==> src/rtl/fwd_scoreboard_if.sv <==
// Handshake bundle between the ID stage and the forwarding/hazard scoreboard.
// The master drives ID contents and pipeline control; the slave returns stall and select info.
interface fwd_scoreboard_if #(
  parameter int REG_W   = 3,
  parameter int NUM_SRC = 3,
  parameter int SEL_W   = 2,
  parameter int CNT_W   = 16
);
  logic                     id_valid;
  logic [NUM_SRC*REG_W-1:0] id_src;
  logic [NUM_SRC-1:0]       id_src_en;
  logic [REG_W-1:0]         id_dest;
  logic                     id_reg_write;
  logic                     id_is_load;
  logic                     pipe_stall;
  logic                     flush;
  logic                     hazard_stall;
  logic [NUM_SRC*SEL_W-1:0] ex_fwd_sel;
  logic [CNT_W-1:0]         stall_count;

  modport master (
    output id_valid, id_src, id_src_en, id_dest, id_reg_write, id_is_load, pipe_stall, flush,
    input  hazard_stall, ex_fwd_sel, stall_count
  );

  modport slave (
    input  id_valid, id_src, id_src_en, id_dest, id_reg_write, id_is_load, pipe_stall, flush,
    output hazard_stall, ex_fwd_sel, stall_count
  );
endinterface

==> src/rtl/fwd_scoreboard.sv <==
// Forwarding/hazard scoreboard: tracks in-flight writers from EX to WB, registers per-operand
// forwarding selects for the instruction entering EX, and requests load-use bubbles.
module fwd_scoreboard #(
  parameter int REG_W     = 3,
  parameter int NUM_SRC   = 3,
  parameter int FWD_DEPTH = 2,
  parameter int LOAD_LAT  = 1,
  parameter int CNT_W     = 16,
  localparam int SEL_W    = $clog2(FWD_DEPTH + 1)
) (
  input  logic              clk,
  input  logic              rst_n,
  fwd_scoreboard_if.slave   bus
);

  logic [FWD_DEPTH-1:0]     slot_v;
  logic [FWD_DEPTH-1:0]     slot_load;
  logic [REG_W-1:0]         slot_dest [FWD_DEPTH];
  logic [NUM_SRC*SEL_W-1:0] sel_reg;
  logic [NUM_SRC*SEL_W-1:0] sel_next;
  logic [CNT_W-1:0]         cnt;
  logic                     load_use;
  logic                     found;
  int                       kstar;
  logic                     hazard;
  logic                     issue;

  // Scan oldest to youngest so the youngest matching writer is the one left in kstar.
  always_comb begin
    sel_next = '0;
    load_use = 1'b0;
    found    = 1'b0;
    kstar    = 0;
    for (int j = 0; j < NUM_SRC; j++) begin
      found = 1'b0;
      kstar = 0;
      for (int k = FWD_DEPTH - 1; k >= 0; k--) begin
        if (slot_v[k] && (slot_dest[k] == bus.id_src[j*REG_W +: REG_W]) &&
            bus.id_src_en[j] && bus.id_valid) begin
          found = 1'b1;
          kstar = k;
        end
      end
      if (found) begin
        sel_next[j*SEL_W +: SEL_W] = SEL_W'(kstar + 1);
        if ((kstar < LOAD_LAT) && slot_load[kstar]) begin
          load_use = 1'b1;
        end
      end
    end
  end

  assign hazard = load_use & ~bus.flush;
  assign issue  = bus.id_valid & ~bus.flush & ~hazard;

  always_ff @(posedge clk) begin
    if (!rst_n) begin
      slot_v    <= '0;
      slot_load <= '0;
      sel_reg   <= '0;
      cnt       <= '0;
      for (int k = 0; k < FWD_DEPTH; k++) begin
        slot_dest[k] <= '0;
      end
    end else if (!bus.pipe_stall) begin
      for (int k = FWD_DEPTH - 1; k > 0; k--) begin
        slot_v[k]    <= slot_v[k-1];
        slot_load[k] <= slot_load[k-1];
        slot_dest[k] <= slot_dest[k-1];
      end
      slot_v[0]    <= issue & bus.id_reg_write;
      slot_load[0] <= issue & bus.id_is_load;
      slot_dest[0] <= bus.id_dest;
      sel_reg      <= issue ? sel_next : '0;
      if (hazard && (cnt != '1)) begin
        cnt <= cnt + 1'b1;
      end
    end
  end

  assign bus.hazard_stall = hazard;
  assign bus.ex_fwd_sel   = sel_reg;
  assign bus.stall_count  = cnt;

endmodule

==> src/flat_wrapper.sv <==
// flat-port wrapper written by rule: the top's interface ports become plain ports
module fwd_scoreboard_flat 
#(
  parameter int REG_W     = 3,
  parameter int NUM_SRC   = 3,
  parameter int FWD_DEPTH = 2,
  parameter int LOAD_LAT  = 1,
  parameter int CNT_W     = 16,
  localparam int SEL_W    = $clog2(FWD_DEPTH + 1)
)
  (clk, rst_n, bus_id_valid, bus_id_src, bus_id_src_en, bus_id_dest, bus_id_reg_write, bus_id_is_load, bus_pipe_stall, bus_flush, bus_hazard_stall, bus_ex_fwd_sel, bus_stall_count);
  fwd_scoreboard_if #(.REG_W(REG_W), .NUM_SRC(NUM_SRC), .SEL_W(2), .CNT_W(CNT_W)) bus_i ();
  input  logic clk;
  input  logic rst_n;
  input wire logic [$bits(bus_i.id_valid)-1:0] bus_id_valid;
  input wire logic [$bits(bus_i.id_src)-1:0] bus_id_src;
  input wire logic [$bits(bus_i.id_src_en)-1:0] bus_id_src_en;
  input wire logic [$bits(bus_i.id_dest)-1:0] bus_id_dest;
  input wire logic [$bits(bus_i.id_reg_write)-1:0] bus_id_reg_write;
  input wire logic [$bits(bus_i.id_is_load)-1:0] bus_id_is_load;
  input wire logic [$bits(bus_i.pipe_stall)-1:0] bus_pipe_stall;
  input wire logic [$bits(bus_i.flush)-1:0] bus_flush;
  output wire logic [$bits(bus_i.hazard_stall)-1:0] bus_hazard_stall;
  output wire logic [$bits(bus_i.ex_fwd_sel)-1:0] bus_ex_fwd_sel;
  output wire logic [$bits(bus_i.stall_count)-1:0] bus_stall_count;
  assign bus_i.id_valid = bus_id_valid;
  assign bus_i.id_src = bus_id_src;
  assign bus_i.id_src_en = bus_id_src_en;
  assign bus_i.id_dest = bus_id_dest;
  assign bus_i.id_reg_write = bus_id_reg_write;
  assign bus_i.id_is_load = bus_id_is_load;
  assign bus_i.pipe_stall = bus_pipe_stall;
  assign bus_i.flush = bus_flush;
  assign bus_hazard_stall = bus_i.hazard_stall;
  assign bus_ex_fwd_sel = bus_i.ex_fwd_sel;
  assign bus_stall_count = bus_i.stall_count;
  fwd_scoreboard #(.REG_W(REG_W), .NUM_SRC(NUM_SRC), .FWD_DEPTH(FWD_DEPTH), .LOAD_LAT(LOAD_LAT), .CNT_W(CNT_W)) u_core (.clk(clk), .rst_n(rst_n), .bus(bus_i));
endmodule
==> config.mk <==
export PLATFORM = sky130hd
export DESIGN_NAME = fwd_scoreboard_flat
export DESIGN_NICKNAME = d
export VERILOG_FILES = /design/src/rtl/fwd_scoreboard_if.sv /design/src/rtl/fwd_scoreboard.sv /design/src/flat_wrapper.sv
export SDC_FILE = /design/constraint.sdc
export NUM_CORES = 1
export LEC_CHECK = 0
export CORE_ASPECT_RATIO = 0.5
export CORE_UTILIZATION = 47
export DETAILED_ROUTE_END_ITERATION = 10
export GPL_ROUTABILITY_DRIVEN = 0
export PLACE_DENSITY = 0.79
export SETUP_SLACK_MARGIN = 0.4
export SLEW_MARGIN = 20
export SYNTH_ARGS = -nofsm -noshare
export SYNTH_HDL_FRONTEND = slang
export SYNTH_SLANG_ARGS = --single-unit
export TNS_END_PERCENT = 30
==> constraint.sdc <==
create_clock -name clk -period 5.2 [get_ports clk]
set_input_delay 1.04 -clock clk [delete_from_list [all_inputs] [get_ports clk]]
set_output_delay 1.04 -clock clk [all_outputs]
set_load 0.02 [all_outputs]
[After elaboration in Yosys (flattened, before gate mapping)]
Memory sizes are Yosys's and may differ from the RTL's.
Cells that the tools add are included.
Storage, ports and cells
  output and inout bits: 23
  flip-flop bits (word level): 26
  memories: 1
  bits in writable memories: 6
  bits of input ports: 22
Cells by class
  order comparisons: 6
  multiplexer cells: 37
  reductions and logical operators: 23
  $add $sub $neg: 4
  bitwise operators: 10
  equal/unequal tests: 7
Memory list
  u_core.slot_dest: words 2, bits a word 3, rd ports 2, clocked after memory_dff 0, write ports 2, RTL line fwd_scoreboard.sv:18  | logic [REG_W-1:0] slot_dest [FWD_DEPTH];
Operators by type and width (number)
  $mux 1: 31
  $logic_and 1x1->1: 22
  $eq 3x3->1: 6
  $add 16x1->16 const B: 1
  $ne 16x16->1 const B: 1
  $add 1x1->2 const B: 3
  $lt 1x2->1 const B: 3
  $mux 2: 3
  $mux 3: 2
  $mux 6: 1
  $and 1x1->1: 5
  $lt 1x1->1 const B: 3
  $not 1->1: 3
  $or 1x1->1: 2
  $reduce_and 2->1: 1

[Depth between registers and ports, before layout]
An unclocked memory read counts as a cell.
  word-level depth: 21
  depth in mapped cells: 7
  gate-level depth less buffers: 6

[Worst setup path before layout]
Ideal clock, no wire load.
  kind: in2out
  from: input port bus_id_src[5]
  to: output port bus_hazard_stall
  path buffers: 1
  required time: 4.160 ns
  data arrival time: 2.285 ns
  path slack: 1.875 ns
  cell stages on the path: 6
  path through: xor2_1 -> nor4_2 -> nor3_1 -> buf_6 -> nand2b_1 -> nor2_1
On the way
  longest elaborated chain between the ends: 15
Ends and longest elaborated chain
  from (decl): RTL line flat_wrapper.sv:16  | input wire logic [$bits(bus_i.id_src)-1:0] bus_id_src;
  $eq 3x3->1: RTL line fwd_scoreboard.sv:38  | if (slot_v[k] && (slot_dest[k] == bus.id_src[j*REG_W +: REG_W]) &&
  $logic_and 1x1->1 (2 in series): RTL line fwd_scoreboard.sv:38
  $logic_and 1x1->1: RTL line fwd_scoreboard.sv:39  | bus.id_src_en[j] && bus.id_valid) begin
  $mux 1 (2 in series): RTL line fwd_scoreboard.sv:38
  $mux 1 (implied by the code) (3 in series): RTL line fwd_scoreboard.sv:46  | if ((kstar < LOAD_LAT) && slot_load[kstar]) begin
  $logic_and 1x1->1: RTL line fwd_scoreboard.sv:46
  $mux 1: RTL line fwd_scoreboard.sv:46
  $mux 1 (*): RTL line fwd_scoreboard.sv:44  | if (found) begin
  $mux 1: RTL line fwd_scoreboard.sv:46
  $mux 1 (*): RTL line fwd_scoreboard.sv:44
  $and 1x1->1 (*): RTL line fwd_scoreboard.sv:53  | assign hazard = load_use & ~bus.flush;
  to (decl): RTL line flat_wrapper.sv:23  | output wire logic [$bits(bus_i.hazard_stall)-1:0] bus_hazard_stall;
Every way passes the cells marked *; elsewhere a longest branch is shown, timed or not. The select of a mux whose other input is x is not followed.

[Worst setup path after layout]
  from: input port bus_id_src[8]
  to: output port bus_hazard_stall
On the way
  longest elaborated chain between the ends: 13
Ends and longest elaborated chain (RTL line)
  $eq 3x3->1: fwd_scoreboard.sv:38
  $logic_and 1x1->1 (2 in series): fwd_scoreboard.sv:38
  $logic_and 1x1->1: fwd_scoreboard.sv:39
  $mux 1 (2 in series): fwd_scoreboard.sv:38
  $mux 1 (implied by the code) (3 in series): fwd_scoreboard.sv:46
  $logic_and 1x1->1: fwd_scoreboard.sv:46
  $mux 1: fwd_scoreboard.sv:46
  $mux 1 (*): fwd_scoreboard.sv:44
  $and 1x1->1 (*): fwd_scoreboard.sv:53
Marks and branches as above.

==> impl_results.md <==
* Resized Gates After CTS at 0
* Vias in the first global route at 1263
* H-tree depth reported by CTS at 2
* Initial antenna violation count at 0
* Diode count at 0
* Mapped Cells at 175
* CP max FO at 21
* Layout cells sized above 1 at 0.0727
* Die area at 3760 µm²
* Core Area at 3170 µm²
* Crit start category: input port
* Worst path top cell family by delay: simple AND/OR/NAND/NOR gates
* FMAX at 0.226 GHz
* Post-detail-place hpwl at 2.66 mm
* Die Ht at 43.9 µm
* VDD IR max at 0.181 mV
* Critical Path AT at 3390 ps
* Setup Fix Bufs, Post-CTS at 0
* Post-synthesis sequential area ratio at 0.413
* Skew-Pair Late Insertion Delay at 280 ps
* Outcome: completed
* GRT Total Usage at 0.199
* Worst-path clk slew at 60 ps
* EDFF count, synth at 6
* CP bufs+invs at 2
* Async S/R FF share, synth at 0
* Syn avg cell area at 9.41 µm²
* Setup TNS at 0 ps
* Total CTS buffers at 5
* Slowest stage delay, CP at 610 ps
* WL/cell at 13.3 µm
* Slew Viols, Final at 0
* Placed Cells at 261
* CTS Hold Bufs at 0
* Final-report setup violation count at 0
* Share of the synthesized area in the top cell type at 0.304
* Via density at 5.59
* Final Instance Area at 2210 µm²
* Final net count at 243
* DP Area at 2120 µm²
* Drt drc at 0
* Fin. Hold Viols at 0
* Initial DRC Count at 57
* Max-cap violations at 0
* Root Buffer: clkbuf_8
* CP required at 4160 ps
* Final WS setup at 766 ps
* Fillers at 244
* Port bufs at 44
* CP most frequent cell: clkdlybuf4s50_1
* Netlist cell types at 35
* Antenna viol nets, final at 0
* Crit Path Category: input port to primary output
* Final cell count without fillers at 268
* Leakage at 0.696 nW
* CTS tree: yes
* Post-Syn Nets at 198
* Initial Utilization at 0.519
* Slowest stage cell, crit path: clkdlybuf4s50_1
* Min cycle time layout at 4430 ps
* Biggest area consumer among synthesized cells: dfxtp_1
* CP endpoint kind: primary output
* First-pass GRT wire length at 5.77 mm
* Slew margin rel. at 0.456
* CP Cell Sequence: clkdlybuf4s50_1 -> xor2_1 -> nor4_2 -> nor3_4 -> nand2b_1 -> nor2_1 -> clkdlybuf4s50_1
* Worst min-delay path class: flip-flop to flip-flop
* Clock Path Buffers at 2
* # IOs at 45
* Std-Cell Rows at 14
* Vias at 1498
* Unrepaired setup endpoints after global routing: false
* Clk sink count at 31
* Largest net degree at the start of global routing at 22
* Top_reg_cell synth: dfxtp_1
* GR Overflow Total at 0
* Worst Tran Pin Value at 813 ps
* Pwr Density at 222 nW/µm²
* Final WL at 3.57 mm
* Synth warn at 0
* Worst Skew at 5.13 ps
* Pre-CTS setup slack at 573 ps
* Crit share post-route at 0.853
* DIE WIDTH at 85.7 µm
* Synth top area cells: dfxtp_1 30%, edfxtp_1 11%, o31ai_1 5.0%
* Area Growth Syn to Fin at 34.5%
* #FFs+latches synth at 31
* Cell Area, Synth at 1650 µm²
* DRT Pass-1 Iters at 4
[cell type report]
cell class | instances | area, µm² | area share
Inverter | 6 | 22.5 | 0.0102
Timing Repair Buffer | 44 | 440 | 0.199
Clock buffer | 6 | 82.6 | 0.0373
Tap cell | 48 | 60.1 | 0.0271
Clock inverter | 1 | 5.00 | 0.00226
Sequential cell | 31 | 681 | 0.307
Multi-Input combinational cell | 132 | 923 | 0.417
[metrics by stage]
stage          hold slack [ps]  power [mW]   util
2_1_floorplan              465       0.282      -
3_3_place_gp               442       0.305  0.669
3_5_place_dp               448       0.307  0.669
4_1_cts                    460       0.498  0.697
5_1_grt                    482       0.513  0.699
6_report                   456       0.491  0.699
[state kept, by name (all words and copies together) (netlist names)]
name                    count
u_core.bus.stall_count     16
u_core.bus.ex_fwd_sel       6
u_core.slot_dest            6
u_core.slot_v               2
u_core.slot_load            1
[synth_stat cells, drive strengths merged (7+ instances only)]
cell type   n
a21oi      10
and2        8
dfxtp      25
mux2i       7
nand2      14
nand3       9
o31ai      11
or4         7
xnor2       9
xor2        9
[worst register-to-register path, stage by stage (launching register included)]
cell and delay (ps):
edfxtp_1 480, xor2_1 210, nor4_2 560, o31ai_1 270, or4_1 510, a21oi_1 160
[power breakdown]
part | internal (mW) | total [mW] | switching [mW]
clock network | 0.104 | 0.190 | 0.0862
logic | 0.0259 | 0.0457 | 0.0198
registers | 0.249 | 0.256 | 0.00632
total | 0.379 | 0.491 | 0.112
[logic make-up after synthesis]
family / after synthesis / synth area share
AND/OR/NAND/NOR: 73 / 0.276
adder cells (fa/ha/maj): 1 / 0.00760
XOR/XNOR: 18 / 0.0958
AO/OA/AOI/OAI: 33 / 0.132
multiplexers: 7 / 0.0426
flip-flops: 31 / 0.413
buffers and inverters: 12 / 0.0327
[worst paths after layout]
path,start,endpoint,slack [ps],cells after the start
hold reg to reg,u_core.bus.ex_fwd_sel[1],u_core.bus.ex_fwd_sel[1],460,2
hold / removal,u_core.bus.ex_fwd_sel[1],u_core.bus.ex_fwd_sel[1],460,2
setup reg to reg,u_core.slot_dest[0][2],u_core.bus.stall_count[14],2940,5
setup / recovery,bus_id_src[8],bus_hazard_stall,770,7
[cell usage in the layout (no fill, tap or decap), types with 6 or more instances in the layout]
| master | Yosys | final |
|---|---|---|
| clkdlybuf4s50_1 | 0 | 44 |
| xnor2_1 | 9 | 9 |
| a21oi_1 | 10 | 10 |
| nand2_1 | 14 | 14 |
| xor2_1 | 9 | 9 |
| and2_1 | 8 | 8 |
| or4_1 | 7 | 7 |
| edfxtp_1 | 6 | 6 |
| nand4_1 | 6 | 6 |
| nand3_1 | 9 | 9 |
| inv_1 | 6 | 6 |
| o31ai_1 | 11 | 11 |
| mux2i_1 | 7 | 7 |
| dfxtp_1 | 25 | 25 |
| clkbuf_8 | 0 | 6 |
[metal layers]
layer	share of wire	up-vias	global-route usage
met5	0	-	0
met4	0.0053	0	0.0400
met3	0.050	3	0.0686
met2	0.47	45	0.330
met1	0.47	707	0.258
li1	-	743	-
Power figures use the tool's default switching activity.
